[config.mk]
export PLATFORM = sky130hd
export DESIGN_NAME = dshot_tx_multi
export DESIGN_NICKNAME = d
export VERILOG_FILES = /design/src/rtl/dshot_tx_multi.sv
export SDC_FILE = /design/constraint.sdc
export NUM_CORES = 1
export LEC_CHECK = 0
export ABC_CLOCK_PERIOD_IN_PS = 3900
export CAP_MARGIN = 25
export CELL_PAD_IN_SITES_DETAIL_PLACEMENT = 1
export CELL_PAD_IN_SITES_GLOBAL_PLACEMENT = 1
export CORE_MARGIN = 5
export CORE_UTILIZATION = 43
export DETAILED_ROUTE_END_ITERATION = 16
export HOLD_SLACK_MARGIN = 0.05
export MAX_ROUTING_LAYER = met4
export PLACE_DENSITY_LB_ADDON = 0.1
export SETUP_SLACK_MARGIN = 0.3
export SLEW_MARGIN = 20
export SYNTH_ARGS = -nofsm -noshare
export SYNTH_HDL_FRONTEND = slang
export SYNTH_SLANG_ARGS = --single-unit
[constraint.sdc]
create_clock -name clock -period 3.9 [get_ports clock]
set_input_delay 0.78 -clock clock [delete_from_list [all_inputs] [get_ports clock]]
set_output_delay 0.78 -clock clock [all_outputs]
set_load 0.005 [all_outputs]
[src/rtl/dshot_tx_multi.sv]
// Multi-channel DShot frame transmitter: latches one 11-bit value per channel,
// builds the 16-bit packet with checksum and shifts all channels out in lockstep.
module dshot_tx_multi #(
  parameter int NUM_CH = 4,
  parameter int T_BIT  = 40,
  parameter int T1H    = 30,
  parameter int T0H    = 15,
  parameter int GAP    = 80,
  parameter int CNT_W  = 8
) (
  input  logic                  clock,
  input  logic                  Reset,
  input  logic [11*NUM_CH-1:0]  throttle_in,
  input  logic [NUM_CH-1:0]     telem_req,
  input  logic                  start,
  output logic                  ready,
  output logic                  busy,
  output logic                  frame_done,
  output logic [NUM_CH-1:0]     dshot_out
);

  localparam int GAP_W = $clog2(GAP + 1);
  localparam logic [CNT_W-1:0] TICK_LAST = CNT_W'(T_BIT - 1);
  localparam logic [CNT_W-1:0] T1H_C     = CNT_W'(T1H);
  localparam logic [CNT_W-1:0] T0H_C     = CNT_W'(T0H);
  localparam logic [GAP_W-1:0] GAP_LAST  = GAP_W'(GAP - 1);

  if (!((T0H > 0) && (T0H < T1H) && (T1H < T_BIT) && (GAP >= 1) && ((2 ** CNT_W) > T_BIT)))
  begin : g_param_check
    $error("dshot_tx_multi: illegal timing parameters");
  end

  typedef enum logic [1:0] {
    S_IDLE = 2'd0,
    S_SEND = 2'd1,
    S_GAP  = 2'd2
  } state_t;

  // Packet = {value, telem, XOR of the three nibbles of that 12-bit word}.
  function automatic logic [15:0] build_pkt(input logic [10:0] value, input logic telem);
    logic [11:0] d12;
    d12 = {value, telem};
    return {d12, d12[11:8] ^ d12[7:4] ^ d12[3:0]};
  endfunction

  state_t             r_state;
  state_t             w_next_state;
  logic [CNT_W-1:0]   r_tick;
  logic [CNT_W-1:0]   w_tick_nxt;
  logic [3:0]         r_bit_idx;
  logic [3:0]         w_idx_nxt;
  logic [GAP_W-1:0]   r_gap_cnt;
  logic [GAP_W-1:0]   w_gap_nxt;
  logic               w_accept;
  logic               w_bit_end;
  logic [15:0]        r_pkt     [NUM_CH];
  logic [15:0]        w_pkt_nxt [NUM_CH];
  logic [NUM_CH-1:0]  r_dshot;
  logic [NUM_CH-1:0]  w_out_nxt;
  logic               r_frame_done;

  assign w_bit_end  = (r_tick == TICK_LAST);
  assign ready      = (r_state == S_IDLE);
  assign busy       = (r_state != S_IDLE);
  assign frame_done = r_frame_done;
  assign dshot_out  = r_dshot;

  // State register.
  always_ff @(posedge clock or posedge Reset) begin
    if (Reset) begin
      r_state <= S_IDLE;
    end else begin
      r_state <= w_next_state;
    end
  end

  // Next state and next counter values.
  always_comb begin
    w_next_state = r_state;
    w_tick_nxt   = '0;
    w_idx_nxt    = '0;
    w_gap_nxt    = '0;
    w_accept     = 1'b0;
    case (r_state)
      S_IDLE: begin
        if (start) begin
          w_next_state = S_SEND;
          w_accept     = 1'b1;
        end else begin
          w_next_state = S_IDLE;
        end
      end
      S_SEND: begin
        if (w_bit_end) begin
          w_idx_nxt = r_bit_idx + 4'd1;
          if (r_bit_idx == 4'd15) begin
            w_next_state = S_GAP;
          end else begin
            w_next_state = S_SEND;
          end
        end else begin
          w_tick_nxt   = r_tick + CNT_W'(1);
          w_idx_nxt    = r_bit_idx;
          w_next_state = S_SEND;
        end
      end
      S_GAP: begin
        if (r_gap_cnt == GAP_LAST) begin
          w_next_state = S_IDLE;
        end else begin
          w_gap_nxt    = r_gap_cnt + GAP_W'(1);
          w_next_state = S_GAP;
        end
      end
      default: begin
        w_next_state = S_IDLE;
      end
    endcase
  end

  // Packet shift registers (current bit always at [15]) and the next line level,
  // computed from next-cycle values so the registered output lines up with the bit.
  always_comb begin
    for (int c = 0; c < NUM_CH; c++) begin
      if (w_accept) begin
        w_pkt_nxt[c] = build_pkt(throttle_in[11*c +: 11], telem_req[c]);
      end else if ((r_state == S_SEND) && w_bit_end) begin
        w_pkt_nxt[c] = {r_pkt[c][14:0], 1'b0};
      end else begin
        w_pkt_nxt[c] = r_pkt[c];
      end
      if (w_next_state == S_SEND) begin
        w_out_nxt[c] = (w_tick_nxt < (w_pkt_nxt[c][15] ? T1H_C : T0H_C));
      end else begin
        w_out_nxt[c] = 1'b0;
      end
    end
  end

  // Datapath registers.
  always_ff @(posedge clock or posedge Reset) begin
    if (Reset) begin
      r_tick       <= '0;
      r_bit_idx    <= '0;
      r_gap_cnt    <= '0;
      r_dshot      <= '0;
      r_frame_done <= 1'b0;
      for (int c = 0; c < NUM_CH; c++) begin
        r_pkt[c] <= 16'h0000;
      end
    end else begin
      r_tick       <= w_tick_nxt;
      r_bit_idx    <= w_idx_nxt;
      r_gap_cnt    <= w_gap_nxt;
      r_dshot      <= w_out_nxt;
      r_frame_done <= (r_state == S_GAP) && (r_gap_cnt == GAP_LAST);
      for (int c = 0; c < NUM_CH; c++) begin
        r_pkt[c] <= w_pkt_nxt[c];
      end
    end
  end

endmodule
# ---- Yosys cells after proc, flatten, opt, wreduce, memory -nomap -nowiden
# Index checks and enable logic that the tools add are counted.
dict set report totals {
  reg_bits 90
  latch_bits 0
  mem_bits_rw 0
  mem_bits_ro 0
  inputBits 51
  output_inout_bits 7
  wordCells 70
  mem_count 0
}
dict set report op_classes {
  addsub 3
  mul 0
  n_div 0
  n_lt_le_gt_ge 4
  eq_ne 7
  n_shift 0
  n_mux 29
  bitwise 8
  n_reduce_logical 5
}
# cell n
set ops {}
lappend ops {{16-bit two-way mux} 8}
lappend ops {{8-bit by 5-bit < comparator with 1-bit output} 4}
lappend ops {{4-bit XOR} 8}
lappend ops {{5-bit two-way mux} 4}
lappend ops {{8-bit two-way mux} 2}
lappend ops {{7-bit two-way mux} 2}
lappend ops {{8-bit by 1-bit adder with 8-bit output, second input constant} 1}
lappend ops {{8-bit by 6-bit == test with 1-bit output, second input constant} 1}
lappend ops {{4-bit two-way mux} 2}
lappend ops {{7-bit by 1-bit adder with 7-bit output, second input constant} 1}
lappend ops {{7-bit == test, second input constant} 1}
lappend ops {{1-bit two-way mux} 7}
lappend ops {{2-bit two-way mux} 3}
lappend ops {{2-bit one-hot mux with 3 select lines} 1}
lappend ops {{4-bit by 1-bit adder with 4-bit output, second input constant} 1}
lappend ops {{2-bit by 1-bit == test with 1-bit output, second input constant} 2}
lappend ops {{4-bit == test, second input constant} 1}
lappend ops {{2-bit nonzero test} 2}
lappend ops {{2-bit == test, second input constant} 1}
lappend ops {{1-bit logical AND} 2}
lappend ops {{2-bit logical NOT} 1}
lappend ops {{2-bit inequality test, second input constant} 1}

# ---- Depth between registers and ports, before layout
# Gate-level depths: netlist (run 1).
dict set report depth {
  depth_word 7
  ltp_mapped 8
}

# ---- Worst setup path before layout (run 1)
# No wires, ideal clock.
dict set report synth_timing {
  kind {input -> register}
  from {input start}
  to {register r_dshot[0] (netlist: dshot_out[0])}
  setup_time_ps 147
  t_arrival_ps 2238
  required_ps 3753
  path_slack_ps 1515
  cell_stages 8
  path_buffers 1
  path_cell_list {nor3b_1 -> buf_2 -> a41oi_1 -> a21oi_1 -> inv_1 -> ha_1 -> o211a_1 -> nor3_2}
}
# item line
set synth_rtl {}
lappend synth_rtl {{start, declared} 15} ;# input logic start,
lappend synth_rtl {{end signal, assigned} 155} ;# r_dshot <= w_out_nxt;
lappend synth_rtl {{end, declared} 58} ;# logic [NUM_CH-1:0] r_dshot;

# ---- Worst setup path in the final report (run 1)
dict set report layout_timing {
  from {register r_tick[4]}
  to {register r_pkt[27] (netlist bit)}
}
dict set report layout_via {
  elab_chain_cells 3
}
# item line
set layout_rtl {}
lappend layout_rtl {{start, declared} 48} ;# logic [CNT_W-1:0] r_tick;
lappend layout_rtl {{start signal, assigned} 152} ;# r_tick <= w_tick_nxt;
lappend layout_rtl {{8-bit by 6-bit == test with 1-bit output} 62} ;# assign w_bit_end = (r_tick == TICK_LAST);
lappend layout_rtl {{1-bit logical AND} 127} ;# end else if ((r_state == S_SEND) && w_bit_end) begin
lappend layout_rtl {{2-bit nonzero test (no source line)} --}
lappend layout_rtl {{end signal, assigned by index} 158} ;# r_pkt[c] <= w_pkt_nxt[c];
lappend layout_rtl {{end, declared} 56} ;# logic [15:0] r_pkt [NUM_CH];
# Every way passes these cells.
# A chain may end at the register's enable or synchronous reset.

==> flow_summary.json, run 1 <==
{
  "synth_top_area_share_pct": 49.7,
  "dr.pass1.iters": 4,
  "cts_resized": 0,
  "path_depth": 5,
  "cts.sinks": 90,
  "swShare_pct": 24.1,
  "worstMarginPinSlew_ns": 1.03,
  "cp-startpoint": "r_tick[4]",
  "vias_per_cell": 5.20,
  "start_kind": "register",
  "crit_type": "register to register",
  "syn_nets": 497,
  "die_w_um": 113,
  "diodes": 0,
  "fillers": 1145,
  "min_to": "r_gap_cnt[0]",
  "rsz0062_at_grt": "no",
  "grt_pass1_vias": 3485,
  "grt_util_met3_pct": 4.20,
  "use_met2_pct": 25.5,
  "dpl.hpwl_um": 7120,
  "htreeDepth": 3,
  "finalMaxSlewViolations": 0,
  "clock_latency_ns": 0.36,
  "cp_data_arrival_time_ns": 2.90,
  "yosysTopAreaCell": "dfrtp_1",
  "p_comb_share_pct": 10.6,
  "ys_seq_elements": 90,
  "fin_area_um2": 5370,
  "max-clock-path-buffers": 2,
  "max-vdd-ir-drop_mv": 0.162,
  "track_usage_pct": 16.9,
  "post-route-period-util_pct": 68.9,
  "cts_tree": "built",
  "postRouteAntennaNets": 0,
  "async_flop_share_pct": 100,
  "power_density_nw_per_um2": 326,
  "core_um2": 10300,
  "fmax_ghz": 0.372,
  "min_path_type": "register to register",
  "drt_iter0_markers": 113,
  "fin_setup_tns_ns": 0,
  "place_congestion": 0.766,
  "vias": 3264,
  "place_area_um2": 5200,
  "worstReg2RegEnd": "r_pkt[27]",
  "synth_edf_count": 0,
  "fin_crit_ns": 2.69,
  "cts-root-buf": "clkbuf_8",
  "maxCapViolations": 0,
  "cp_top_family": "simple AND/OR/NAND/NOR gates",
  "grt_max_degree": 71,
  "wl_um": 10100,
  "grt-ovfl-total": 0,
  "die-area_um2": 12700,
  "num_rows": 37,
  "min_from": "r_gap_cnt[0]",
  "holdBufCountCts": 0,
  "ys_types": 38,
  "ys.flop_type": "dfrtp_1",
  "slew_headroom_pct": 31.0,
  "holdPathStages": 1,
  "antenna_found_initial": 0,
  "fin_skew_ns": 0.0101,
  "cts_buffers": 9,
  "avgSynthCellArea_um2": 10.3,
  "rr_worst_depth": 5,
  "seq_area_frac_synth_pct": 49.7,
  "die_y_um": 113,
  "yosys_warnings": 0,
  "layout_commonest_cell": "dfrtp_1",
  "clkSlewWorstSetupHoldPaths_ns": 0.08,
  "synthCells": 439,
  "status": "finished, final reports clean",
  "cp.buffers_inverters": 0,
  "reg2reg_slack_ns": 1.21,
  "use_met1_pct": 22.6,
  "p_int_mw": 1.33,
  "drive_above_1_share_pct": 5.89,
  "crit_chain": "or4_1 > nor2_8 > nand2_4 > mux2i_1 > o21ai_1",
  "drc_errors": 0,
  "finalSetupViolCount": 0,
  "synth.area.top_cells": "dfrtp_1, mux2i_1, o21ai_1, xnor2_1, nand2_1",
  "grt-busiest-layer": "met2",
  "pwr-share-clk_pct": 32.2,
  "most-common-layout-cells": "dfrtp_1, o21ai_1, nand2_1",
  "synthToLayoutAreaGrowth_pct": 18.5,
  "grt_pass1_wl_um": 16900,
  "crit_fanout": 61,
  "nets": 545,
  "syn_area_um2": 4530,
  "power.switching_uw": 421,
  "wl_per_cell_um": 16.1,
  "crit_slowest_cell": "or4_1",
  "pin_count": 58,
  "io_buffers": 57,
  "final-hold-violation-count": 0,
  "start_util_pct": 44.1,
  "end_kind": "register",
  "max_stage_delay_ns": 0.81,
  "cellLeakagePower_nw": 2.49,
  "rr_startpoint": "r_tick[4]",
  "p_seq_share_pct": 57.2,
  "postCtsSetupBuffers": 0,
  "total_power_mw": 1.75,
  "required_ns": 4.11
}
==> cell usage after synthesis (3+ instances only) <==
| master | instances |
|---|---|
| nor3_2 | 4 |
| dfrtp_1 | 90 |
| a41oi_1 | 3 |
| inv_1 | 8 |
| nor2_1 | 25 |
| nand2b_1 | 3 |
| ha_1 | 7 |
| nand3_1 | 9 |
| xnor2_1 | 35 |
| xor2_1 | 10 |
| buf_4 | 6 |
| a21oi_1 | 5 |
| buf_1 | 6 |
| nand2_1 | 61 |
| buf_2 | 3 |
| o21ai_0 | 3 |
| o31ai_1 | 3 |
| mux2i_1 | 57 |
| o21ai_1 | 62 |
| nand4_1 | 3 |
| nor2b_1 | 3 |
| o211a_1 | 4 |
| and3_1 | 4 |
| clkbuf_1 | 8 |
==> registers in the layout, summed over array words and instances (netlist names) <==
| signal | cells |
|---|---|
| r_gap_cnt | 7 |
| r_pkt | 64 |
| r_state | 2 |
| dshot_out | 4 |
| frame_done | 1 |
| r_tick | 8 |
| r_bit_idx | 4 |
==> power by group through the flow <==
| stage | Sequential (mW) | Clock (mW) | Combinational (mW) |
|---|---|---|---|
| 6_report | 1.00 | 0.564 | 0.185 |
| 2_1_floorplan | 1.01 | 0 | 0.0993 |
| 5_1_grt | 1.01 | 0.627 | 0.206 |
| 3_3_place_gp | 1.02 | 0 | 0.184 |
| 3_5_place_dp | 1.02 | 0 | 0.188 |
| 4_1_cts | 1.00 | 0.591 | 0.189 |
==> how the worst max path moves through the flow <==
stage	endpoint	slack, ns
3_5_place_dp	dshot_out[1]	1.05
2_1_floorplan	dshot_out[0]	0.78
4_1_cts	r_pkt[25]	1.19
6_report	r_pkt[27]	1.21
3_3_place_gp	dshot_out[1]	1.11
5_1_grt	r_pkt[30]	1.06
==> metrics by stage <==
stage               hold slack [ns]  setup slack, ns  cells  util (%)
floorplan                     0.425            0.785    439         -
detailed placement            0.466             1.05    612      50.6
finish                        0.470             1.21    628      52.2
global placement              0.444             1.11    612      50.6
global route                  0.507             1.06    628      52.2
CTS                           0.477             1.19    628      52.2
==> final cells by class <==
class / count / area (um^2) / share of cell area (%)
clock buffer: 14 / 153 / 2.84
clock inverter: 2 / 12.5 / 0.233
inverter: 8 / 31.3 / 0.583
multi-input combinational: 318 / 2140 / 39.9
sequential: 90 / 2250 / 41.9
tap: 136 / 170 / 3.17
timing repair buffer: 60 / 606 / 11.3
==> routing by layer <==
layer	routed length [um]	vias to the layer above
li1	-	1602
met1	5020	1601
met2	4620	49
met3	349	12
met4	112	0
met5	0	-
==> cell families after synthesis <==
group,share of synthesized area (%)
and+or+nand+nor,13.1
xor gates and xnor gates,8.70
adders and majority gates,1.93
muxes,12.6
buffers and inverters,3.15
AOI/OAI and AO/OA,10.7
DFF,49.7
No activity file was read; power rests on OpenSTA's default activity.
==> run 2, diff against run 1 <==
--- a/config.mk
+++ b/config.mk
@@ -5,7 +5,7 @@
 export SDC_FILE = /design/constraint.sdc
 export NUM_CORES = 1
 export LEC_CHECK = 0
-export ABC_CLOCK_PERIOD_IN_PS = 3900
+export ABC_CLOCK_PERIOD_IN_PS = 2500
 export CAP_MARGIN = 25
 export CELL_PAD_IN_SITES_DETAIL_PLACEMENT = 1
 export CELL_PAD_IN_SITES_GLOBAL_PLACEMENT = 1
==> constraint.sdc (replaced) <==
create_clock -name clock -period 2.5 [get_ports clock]
set_input_delay 0.5 -clock clock [delete_from_list [all_inputs] [get_ports clock]]
set_output_delay 0.5 -clock clock [all_outputs]
set_load 0.005 [all_outputs]
==> run 2 against run 1 <==
  * Sequential share of layout area fell by 1.1 points
  * Design area rose by 2.8%
  * Clock skew fell by 0.00090 ns
  * Critical path depth rose by 2
  * Sequential cell count did not move
  * Sequential power rose by 56%
  * Highest routed layer unchanged
==> flow_summary.json, run 2 (same netlist as run 1, synthesis figures left out) <==
{
  "status": "finished, final reports clean",
  "antenna_found_initial": 0,
  "cts_tree": "built",
  "grt_pass1_wl_um": 17400,
  "htreeDepth": 3,
  "multiInputGateArea_um2": 2180,
  "wl_met2_um": 4770,
  "cellLeakagePower_nw": 2.56,
  "power_density_nw_per_um2": 515,
  "required_ns": 2.77,
  "slew_headroom_pct": 49.0,
  "vias": 3313,
  "io_buffers": 57,
  "die_y_um": 113,
  "cp_top_family": "simple AND/OR/NAND/NOR gates",
  "place_congestion": 0.761,
  "num_rows": 37,
  "grt-ovfl-total": 0,
  "top_layer": "met4",
  "start_util_pct": 44.1,
  "holdBufCountCts": 0,
  "postCtsSetupBuffers": 0,
  "maxCapViolations": 0,
  "die_w_um": 113,
  "postRouteAntennaNets": 0,
  "finalSetupViolCount": 0,
  "crit_type": "register to register",
  "grt_max_degree": 62,
  "regArea_um2": 2250,
  "track_usage_pct": 17.3,
  "synthToLayoutAreaGrowth_pct": 21.9,
  "layout_commonest_cell": "dfrtp_1",
  "clock_latency_ns": 0.35,
  "path_depth": 7,
  "clkSlewWorstSetupHoldPaths_ns": 0.08,
  "max-vdd-ir-drop_mv": 0.213,
  "most-common-layout-cells": "dfrtp_1, o21ai_1, nand2_1",
  "worstMarginPinSlew_ns": 0.759,
  "end_kind": "register",
  "core_um2": 10300,
  "crit_chain": "or4_4 > o31ai_2 > a21oi_1 > inv_1 > ha_1 > o211a_1 > nor3_2",
  "vias_per_cell": 5.21,
  "wl_um": 10300,
  "cts-root-buf": "clkbuf_8",
  "crit_slowest_cell": "or4_4",
  "finalMaxSlewViolations": 0,
  "drive_above_1_share_pct": 9.80,
  "largest_reg_flops": 64,
  "wl_met1_um": 5060,
  "post-route-period-util_pct": 84.0,
  "total_power_mw": 2.84,
  "wl_per_cell_um": 16.1,
  "nets": 555,
  "wl_met3_um": 295,
  "pin_count": 58,
  "final-hold-violation-count": 0,
  "place_area_um2": 5290,
  "fin_skew_ns": 0.00922,
  "cp.buffers_inverters": 1,
  "top_register": "r_pkt",
  "max-clock-path-buffers": 2,
  "fmax_ghz": 0.476,
  "dr.pass1.iters": 4,
  "fin_setup_tns_ns": 0,
  "fin_area_um2": 5520,
  "cts_buffers": 9,
  "fin_crit_ns": 2.10,
  "grt_pass1_vias": 3567,
  "min_path_type": "input pin to async pin",
  "rr_worst_depth": 7,
  "reg_top3": "r_pkt x64, r_tick x8, r_gap_cnt x7",
  "cp_data_arrival_time_ns": 2.37,
  "crit_fanout": 8,
  "max_stage_delay_ns": 0.66,
  "drc_errors": 0,
  "fillers": 1155,
  "cts.sinks": 90,
  "rsz0062_at_grt": "no",
  "diodes": 0,
  "die-area_um2": 12700,
  "dpl.hpwl_um": 7470,
  "drt_iter0_markers": 140,
  "start_kind": "register"
}
==> run 2: cell types whose count changed in the layout (fill, tap and decap cells not counted), moves of 2 or more <==
cell	previous run	this run
a21oi_1	5	3
o31ai_2	2	4
a21oi_2	0	2
clkbuf_1	4	0
o31ai_1	3	1
buf_4	2	11
==> run 2: final timing paths <==
kind,to,slack (ns),startpoint
hold reg to reg,r_gap_cnt[0],0.46,r_gap_cnt[0]
max in group asynchronous,r_pkt[47],1.41,Reset
hold / removal,r_pkt[11],0.46,Reset
setup reg to reg,dshot_out[3],0.40,r_tick[6]
min in group clock,r_gap_cnt[0],0.46,r_gap_cnt[0]
setup / recovery,dshot_out[3],0.40,r_tick[6]
==> run 2: per-stage QoR <==
stage / utilization [%] / instances / worst slack, ns / hold slack (ns)
floorplan: - / 439 / 0.395 / 0.425
global placement: 51.5 / 622 / 0.0986 / 0.445
detailed placement: 51.5 / 622 / 0.0540 / 0.456
CTS: 53.4 / 636 / 0.346 / 0.457
global route: 53.7 / 636 / 0.319 / 0.467
finish: 53.7 / 636 / 0.400 / 0.461
==> run 2: repair_timing <==
action,4_1_cts,5_1_grt
gates resized for setup,1,8
setup endpoints to repair,32,27
cloned,0,0
pin swaps,0,1
==> run 2: layout make-up <==
type                    instances  share of cell area, %
flip-flops and latches         90                   40.8
clock inverters                 3                  0.725
repair buffers                 70                   12.6
inverters                       8                  0.612
clock buffers                  11                   2.74
well taps                     136                   3.08
multi-input cells             318                   39.4
==> run 2: metal layers <==
layer | vias to the layer above | track usage, %
met1 | 1628 | 23.3
met3 | 12 | 3.07
met4 | 0 | 5.77
met5 | - | -
li1 | 1622 | -
met2 | 51 | 26.7
==> run 2: power by group <==
part	internal (mW)	switching (mW)	total, mW
Clock	0.503	0.479	0.982
Combinational	0.164	0.131	0.295
Sequential	1.52	0.0391	1.56
Total	2.19	0.650	2.84
==> run 3, diff against run 2 <==
--- a/config.mk
+++ b/config.mk
@@ -5,7 +5,7 @@
 export SDC_FILE = /design/constraint.sdc
 export NUM_CORES = 1
 export LEC_CHECK = 0
-export ABC_CLOCK_PERIOD_IN_PS = 2500
+export ABC_CLOCK_PERIOD_IN_PS = 2000
 export CAP_MARGIN = 25
 export CELL_PAD_IN_SITES_DETAIL_PLACEMENT = 1
 export CELL_PAD_IN_SITES_GLOBAL_PLACEMENT = 1
==> constraint.sdc (replaced) <==
create_clock -name clock -period 2 [get_ports clock]
set_input_delay 0.4 -clock clock [delete_from_list [all_inputs] [get_ports clock]]
set_output_delay 0.4 -clock clock [all_outputs]
set_load 0.005 [all_outputs]
==> run 3 against run 2 <==
  * The flow now finishes with violations (setup timing)
  * Critical endpoint is now r_pkt[49]
  * Combinational power up 32%
  * Critical path depth up 1
  * Sequential power up 26%
  * Sequential cell count unchanged
  * Critical path type unchanged
  * Global-route usage up 2.2 points
  * Non-clock buffer count up 22
  * Maximum frequency up 2.7%
  * First-iteration DRC count down 15%
  * Count of clock-buffer cells in the layout down 2
  * Register-to-register slack worse by 0.45 ns
  * Clock power up 19%
==> flow_summary.json, run 3 (same netlist as run 1, synthesis figures left out) <==
{
  "num_rows": 37,
  "crit_chain": "or4_4 > buf_12 > buf_12 > nor2_8 > nand2_8 > clkbuf_16 > mux2i_1 > o21ai_1",
  "dpl.hpwl_um": 7990,
  "grt_pass1_wl_um": 19300,
  "reg_top3": "r_pkt x64, r_tick x8, r_gap_cnt x7",
  "max-vdd-ir-drop_mv": 0.332,
  "nets": 577,
  "cpMostUsedCell": "buf_12",
  "vias": 3418,
  "finalMaxSlewViolations": 0,
  "fin_area_um2": 5970,
  "multiInputGateArea_um2": 2350,
  "regArea_um2": 2250,
  "synthToLayoutAreaGrowth_pct": 31.7,
  "crit_type": "register to register",
  "min_path_type": "input pin to async pin",
  "fin_skew_ns": 0.00985,
  "grt-ovfl-total": 0,
  "place_congestion": 0.771,
  "fillers": 1151,
  "cts-root-buf": "clkbuf_8",
  "worstMarginPinSlew_ns": 0.595,
  "clkSlewWorstSetupHoldPaths_ns": 0.09,
  "cp_top_family": "simple AND/OR/NAND/NOR gates",
  "antenna_found_initial": 0,
  "power.switching_uw": 937,
  "die-area_um2": 12700,
  "diodes": 0,
  "start_util_pct": 44.1,
  "p_int_mw": 2.58,
  "path_depth": 8,
  "core_um2": 10300,
  "fin_crit_ns": 2.05,
  "wl_um": 11500,
  "grt_max_degree": 87,
  "most-common-layout-cells": "dfrtp_1, nand2_1, o21ai_1",
  "maxCapViolations": 0,
  "rsz0062_at_grt": "yes",
  "layout_commonest_cell": "dfrtp_1",
  "grt_pass1_vias": 3773,
  "drt_iter0_markers": 119,
  "finalSetupViolCount": 30,
  "cp.buffers_inverters": 3,
  "required_ns": 2.27,
  "slew_headroom_pct": 60.1,
  "final-hold-violation-count": 0,
  "holdBufCountCts": 0,
  "clock_latency_ns": 0.38,
  "setup_ws_ns": -0.0456,
  "total_power_mw": 3.52,
  "postRouteAntennaNets": 0,
  "swShare_pct": 26.6,
  "crit_slowest_cell": "or4_4",
  "pwr-share-clk_pct": 33.2,
  "fmax_ghz": 0.489,
  "end_kind": "register",
  "max-clock-path-buffers": 2,
  "die_w_um": 113,
  "power_density_nw_per_um2": 590,
  "crit_fanout": 14,
  "p_seq_share_pct": 55.8,
  "track_usage_pct": 19.5,
  "p_comb_share_pct": 11.0,
  "largest_reg_flops": 64,
  "fin_setup_tns_ns": -0.569,
  "pin_count": 58,
  "top_register": "r_pkt",
  "cp_data_arrival_time_ns": 2.31,
  "die_y_um": 113,
  "cellLeakagePower_nw": 2.70,
  "htreeDepth": 3,
  "cts.sinks": 90,
  "vias_per_cell": 5.18,
  "drive_above_1_share_pct": 18.3,
  "dr.pass1.iters": 4,
  "drc_errors": 0,
  "final_util_pct": 58.0,
  "status": "finished with violations",
  "cts_tree": "built",
  "preCtsSetupSlack_ns": -0.347,
  "io_buffers": 57,
  "place_area_um2": 5500,
  "wl_per_cell_um": 17.5,
  "start_kind": "register",
  "post-route-period-util_pct": 102,
  "cts_buffers": 9,
  "max_stage_delay_ns": 0.55,
  "violations": "setup timing",
  "rr_worst_depth": 8
}
## run 3: changes by cell type in the layout (fill, tap and decap cells not counted), moves of 3 or more
cell and delta:
mux2i_4 +3, nand3_2 +3, mux2i_2 +5, buf_6 +3
buf_12 +5, o31ai_4 +3, clkinv_4 +3, mux2i_1 -8
clkdlybuf4s50_1 -4, buf_4 +11
## run 3: power groups by stage
stage	combinational (mW)	sequential [mW]	clock, mW
after floorplan	0.195	1.97	0
after global placement	0.371	1.99	0
after detailed placement	0.381	1.99	0
after CTS	0.387	1.96	1.20
after global routing	0.432	1.98	1.30
final	0.388	1.96	1.17
## run 3: layout make-up
| class | count | share of cell area (%) |
|---|---|---|
| multi-input combinational | 318 | 39.3 |
| sequential | 90 | 37.8 |
| timing repair buffer | 92 | 16.5 |
| tap | 136 | 2.85 |
| clock buffer | 9 | 2.08 |
| clock inverter | 7 | 0.923 |
| inverter | 8 | 0.566 |
## run 3: worst paths after layout
path,from,endpoint,slack (ns)
max in group asynchronous,Reset,r_state[1],1.08
min in group clock,r_gap_cnt[0],r_gap_cnt[0],0.48
worst min register to register,r_gap_cnt[0],r_gap_cnt[0],0.48
worst max register to register,r_tick[3],r_pkt[49],-0.05
worst min-delay path,Reset,r_pkt[56],0.26
worst max-delay path,r_tick[3],r_pkt[49],-0.05
## run 3: metal layers
layer / GRT usage [%] / vias up / share of wire (%)
li1: - / 1664 / -
met1: 26.0 / 1683 / 48
met2: 29.8 / 55 / 48
met3: 4.69 / 16 / 3.2
met4: 5.53 / 0 / 1.6
met5: - / - / 0
## run 3: metrics by stage
| stage | cells | hold WS (ns) |
|---|---|---|
| floorplan | 439 | 0.425 |
| global placement | 640 | 0.453 |
| detailed placement | 640 | 0.463 |
| CTS | 658 | 0.248 |
| global route | 660 | 0.256 |
| finish | 660 | 0.262 |
## run 3: timing repair
| item | 4_1_cts | 5_1_grt |
|---|---|---|
| setup endpoints to repair | 73 | 77 |
| gates resized for setup | 19 | 32 |
| buffers inserted | 2 | 0 |
| pin swaps | 2 | 6 |
| endpoints found under the hold margin | 0 | 0 |
| cloned | 0 | 2 |
